==> src/rtl/gb_dma_pkg.sv <==
// Shared definitions for the Game Boy OAM DMA controller: state encoding,
// fixed register/region addresses and the echo-RAM source remap.
package gb_dma_pkg;

  typedef enum logic [1:0] {
    ST_IDLE = 2'd0,
    ST_ARM  = 2'd1,
    ST_XFER = 2'd2
  } dma_state_e;

  localparam logic [15:0] DMA_REG_ADDR = 16'hFF46;
  localparam logic [15:0] HRAM_IO_BASE = 16'hFF00;
  localparam logic [7:0]  ECHO_BASE    = 8'hE0;

  // Pages E0..FF mirror C0..DF, so the copy reads the underlying WRAM page.
  function automatic logic [7:0] remap_src(input logic [7:0] src);
    return (src < ECHO_BASE) ? src : (src - 8'h20);
  endfunction

endpackage

==> src/rtl/gb_oam_dma.sv <==
// OAM DMA controller and CPU/memory bus arbiter. A CPU write to FF46 copies
// DMA_LEN bytes from page {src,00} into OAM, one byte per M_CYCLE cen ticks,
// while the memory bus is owned by the DMA and CPU accesses below FF00 are fenced.
module gb_oam_dma
  import gb_dma_pkg::*;
#(
  parameter int M_CYCLE = 4,
  parameter int DMA_LEN = 160
) (
  input  logic        clk,
  input  logic        reset,
  input  logic        cen,
  input  logic [15:0] cpu_a,
  input  logic [7:0]  cpu_dout,
  input  logic        cpu_mreq_n,
  input  logic        cpu_rd_n,
  input  logic        cpu_wr_n,
  output logic [7:0]  cpu_din,
  output logic [15:0] mem_a,
  output logic [7:0]  mem_dout,
  output logic        mem_mreq_n,
  output logic        mem_rd_n,
  output logic        mem_wr_n,
  input  logic [7:0]  mem_din,
  output logic [7:0]  oam_a,
  output logic [7:0]  oam_d,
  output logic        oam_we,
  output logic        dma_active
);

  localparam int             T_W    = (M_CYCLE > 1) ? $clog2(M_CYCLE) : 1;
  localparam logic [T_W-1:0] T_LAST = T_W'(M_CYCLE - 1);
  localparam logic [7:0]     N_LAST = 8'(DMA_LEN - 1);

  dma_state_e     state_reg, state_next;
  logic [T_W-1:0] t_reg, t_next;
  logic [7:0]     n_reg, n_next;
  logic           restart_reg, restart_next;
  logic [7:0]     src_reg, src_next;
  logic           wr_n_prev_reg;
  logic [7:0]     oam_a_reg, oam_d_reg;
  logic           oam_we_reg;
  logic           byte_done;
  logic           launch;
  logic           cpu_low;
  logic [7:0]     hsrc;

  // One launch per falling edge of the CPU write strobe onto FF46.
  assign launch  = cen && wr_n_prev_reg && !cpu_wr_n && !cpu_mreq_n
                   && (cpu_a == DMA_REG_ADDR);
  assign cpu_low = (cpu_a < HRAM_IO_BASE);
  assign hsrc    = remap_src(src_reg);

  // The bus stays fenced through a restart ARM so the CPU never sees a gap.
  assign dma_active = (state_reg == ST_XFER) || ((state_reg == ST_ARM) && restart_reg);

  assign oam_a  = oam_a_reg;
  assign oam_d  = oam_d_reg;
  assign oam_we = oam_we_reg;

  // Next-state and counter logic; a launch takes priority over any tick work.
  always_comb begin
    state_next   = state_reg;
    t_next       = t_reg;
    n_next       = n_reg;
    restart_next = restart_reg;
    src_next     = src_reg;
    byte_done    = 1'b0;
    if (launch) begin
      src_next     = cpu_dout;
      state_next   = ST_ARM;
      t_next       = '0;
      n_next       = '0;
      restart_next = restart_reg || (state_reg == ST_XFER);
    end else if (cen) begin
      case (state_reg)
        ST_IDLE: begin
          t_next = '0;
        end
        ST_ARM: begin
          if (t_reg == T_LAST) begin
            state_next   = ST_XFER;
            t_next       = '0;
            n_next       = '0;
            restart_next = 1'b0;
          end else begin
            t_next = t_reg + T_W'(1);
          end
        end
        ST_XFER: begin
          if (t_reg == T_LAST) begin
            byte_done = 1'b1;
            t_next    = '0;
            if (n_reg == N_LAST) begin
              state_next   = ST_IDLE;
              n_next       = '0;
              restart_next = 1'b0;
            end else begin
              n_next = n_reg + 8'd1;
            end
          end else begin
            t_next = t_reg + T_W'(1);
          end
        end
        default: begin
          state_next   = ST_IDLE;
          t_next       = '0;
          n_next       = '0;
          restart_next = 1'b0;
        end
      endcase
    end
  end

  // State, counters, FF46 and the OAM write port; reset aborts any transfer.
  always_ff @(posedge clk) begin
    if (reset) begin
      state_reg     <= ST_IDLE;
      t_reg         <= '0;
      n_reg         <= '0;
      restart_reg   <= 1'b0;
      src_reg       <= 8'h00;
      wr_n_prev_reg <= 1'b1;
      oam_a_reg     <= 8'h00;
      oam_d_reg     <= 8'h00;
      oam_we_reg    <= 1'b0;
    end else begin
      state_reg   <= state_next;
      t_reg       <= t_next;
      n_reg       <= n_next;
      restart_reg <= restart_next;
      src_reg     <= src_next;
      // byte_done is qualified by cen, so the strobe is a single clk wide.
      oam_we_reg  <= byte_done;
      if (cen) begin
        wr_n_prev_reg <= cpu_wr_n;
      end
      if (byte_done) begin
        oam_a_reg <= n_reg;
        oam_d_reg <= mem_din;
      end
    end
  end

  // Memory bus: CPU pass-through when idle, registered DMA read otherwise.
  always_comb begin
    mem_a      = cpu_a;
    mem_dout   = cpu_dout;
    mem_mreq_n = cpu_mreq_n;
    mem_rd_n   = cpu_rd_n;
    mem_wr_n   = cpu_wr_n;
    if (dma_active) begin
      mem_a      = {hsrc, n_reg};
      mem_mreq_n = 1'b0;
      mem_rd_n   = 1'b0;
      mem_wr_n   = 1'b1;
    end
  end

  // CPU read data: FF46 readback, open-bus 0xFF for fenced addresses, else memory.
  always_comb begin
    cpu_din = mem_din;
    if (cpu_a == DMA_REG_ADDR) begin
      cpu_din = src_reg;
    end else if (dma_active && cpu_low) begin
      cpu_din = 8'hFF;
    end
  end

endmodule

==> config.mk <==
export PLATFORM = sky130hd
export DESIGN_NAME = gb_oam_dma
export DESIGN_NICKNAME = d
export VERILOG_FILES = /design/src/rtl/gb_dma_pkg.sv /design/src/rtl/gb_oam_dma.sv
export SDC_FILE = /design/constraint.sdc
export NUM_CORES = 1
export LEC_CHECK = 0
export BUFFER_PORTS_ARGS = -buffer_cell sky130_fd_sc_hd__buf_4
export CAP_MARGIN = 20
export CORE_UTILIZATION = 52
export CTS_CLUSTER_DIAMETER = 100
export CTS_CLUSTER_SIZE = 40
export DETAILED_ROUTE_END_ITERATION = 7
export PLACE_DENSITY = 0.87
export RECOVER_POWER = 50
export SYNTH_ARGS = -nofsm -noshare
export SYNTH_HDL_FRONTEND = slang
export SYNTH_SLANG_ARGS = --single-unit
==> constraint.sdc <==
create_clock -name clk -period 5.17 [get_ports clk]
set_input_delay 0.517 -clock clk [delete_from_list [all_inputs] [get_ports clk]]
set_output_delay 0.517 -clock clk [all_outputs]
set_load 0.03 [all_outputs]
==> out/qor.csv <==
metric,value,unit
insertion_delay,0.30,ns
vdd_drop_max,0.000137,V
synth_commonest_cells,"nand2_1 (97), dfxtp_1 (39), nand3_1 (21)",
viasPerCell,5.40,
syn_area_per_cell,7.58,um2
row_count,23,
gr-total-overflow,0,
seq_power_share,0.454,
drtPass1Iterations,4,
die_x,66.8,um
synth_nets,332,
cp-end-kind,primary output,
io_buffer_count,90,
fin_crit_sh,0.581,
rsz0062_at_grt,false,
cts.sinks,39,
p_sw_frac,0.250,
worstPathRequired,4.65,ns
die_area,4460,um2
powerDensity,236,nW/um2
fin_skew,0.00834,ns
hold_violations,0,
initial_core_util,0.542,
io_pins,91,
design_area,2810,um2
yosys_warnings,0,
place.gp.congestion,0.916,
yosysMostFrequentCell,nand2_1,
syn2layout_area_growth,28.5,%
power.total,662,uW
cp_max_fo,20,
dr.max_layer_used,met4,
post-dp-hpwl,4290,um
placed_area,2800,um2
min_path_type,flip-flop to flip-flop,
finalSetupViolCount,0,
p_leak,0.00117,uW
outcome,finished clean,
grt_pass1_wl,9040,um
post_cts.repair.setup_buffers,0,
routed_wl,5730,um
grt_max_degree,38,
yosys.cell_types.count,40,
drc_errors,0,
critPathKind,input pin to primary output,
wire_per_inst,13.8,um
synth_top_area_share,0.358,
fin_ws,2.17,ns
synthCells,288,
power_switching,166,uW
dp_slack,2.28,ns
cts-resized-gates,0,
cts-root-buf,clkbuf_8,
grt_antenna_before_repair,0,
power_frac_clock,0.397,
clkSlewWorstSetupHoldPaths,0.07,ns
layout-drive-gt1-share,0.208,
clk_path_buf_depth,2,
worst_pin_slew,1.01,ns
cts_made_buffers,5,
max_freq,0.333,GHz
cts_tree,yes,
core_area,4030,um2
diodes,0,
vias,2245,
cpMaxStageDelayCell,or4_1,
max_slew_margin,0.324,
grt_pass1_vias,1941,
drtAntennaViolNets,0,
ys.flop_type,dfxtp_1,
slowest_delay,0.76,ns
worstPathArrival,2.49,ns
p_comb_frac,0.148,
worstSetupStartpointType,input pin,
yosys.area.top_type,dfxtp_1,
fin_util,0.696,
synthTopCellsByArea,"dfxtp_1 (36%), nand2_1 (17%), mux2i_1 (7.8%)",
power.internal,496,uW
slew_violations,0,
die_y,66.8,um
cts-hold-fix-buffers,0,
timing.setup.tns,0,ns
grt_usage,0.274,
met1_length,2500,um
syn-cell-area,2180,um2
dr_wl_met3,433,um
cap_viol_max_count,0,
ys_ff_latch,39,
htree_num_levels,2,
synth_seq_area_share,0.358,
drt_iter0_drc,123,
wl_met2,2750,um
fin_nets,409,
crit_path_cell_trace,clkbuf_4 -> or4b_1 -> or4_1 -> o211ai_1 -> buf_4,
synth-edff-count,0,
synth-async-reset-ratio,0,
period_needed,3.00,ns
==> critical path: cells and delay by family <==
kind,cells,cell delay (ns)
and+or+nand+nor,2,1.34
AOI/OAI and AO/OA,1,0.30
buffers and inverters,2,0.32
==> metrics by stage <==
step	hold slack, ns	instances
2_1_floorplan	0.438	288
3_3_place_gp	0.443	408
3_5_place_dp	0.450	408
4_1_cts	0.461	416
5_1_grt	0.462	416
6_report	0.461	416
==> path summary, 6_finish.rpt <==
check	slack, ns	depth (start not counted)	end	start
max	2.17	5	cpu_din[6]	cpu_a[7]
min	0.46	2	oam_d[3]	oam_d[3]
max reg2reg	2.90	6	n_reg[5]	state_reg[0]
min reg2reg	0.46	2	oam_d[3]	oam_d[3]
==> cell families after synthesis <==
| family | share of synthesized area |
|---|---|
| compound gates | 0.110 |
| xor+xnor | 0.0241 |
| fa+ha+maj | 0.0344 |
| buf+inv | 0.0699 |
| flops | 0.358 |
| mux | 0.0779 |
| simple gates | 0.326 |
==> cell type report <==
class	count	area [um2]
Clock buffer	6	82.6
Clock inverter	2	35.0
Fill cell	392	1220
Inverter	7	26.3
Multi-Input combinational cell	221	1230
Sequential cell	39	781
Tap cell	50	62.6
Timing Repair Buffer	91	586
==> power groups by stage <==
stage,clock [uW],combinational [uW],sequential [uW]
2_1_floorplan,0,55.5,308
3_3_place_gp,0,101,308
3_5_place_dp,0,102,308
4_1_cts,268,102,301
5_1_grt,284,104,301
6_report,263,98.1,301
==> cell usage in the layout (no fill, tap or decap), types with 2 or more instances in the layout <==
master    Yosys  routed
nand3_1      21      21
o211ai_1      2       2
ha_1          6       6
nand2_1      97      97
dfxtp_1      39      39
and3_1        2       2
clkbuf_1      8      26
buf_4         8      64
xor2_1        6       6
a21oi_1      14      14
o21ai_0      15      16
mux2i_1      17      17
nand2b_1      2       2
nand4_1       6       6
inv_1         6       7
and2_1        5       5
nor2_1        8       8
clkbuf_8      0       6
nor2b_1       2       2
or4_1         1       2
==> layer usage <==
layer | up-vias | track usage
met5 | - | 0
met1 | 1033 | 0.326
met2 | 83 | 0.473
met4 | 0 | 0.0691
met3 | 6 | 0.0856
li1 | 1123 | -
Power figures use the tool's default switching activity.
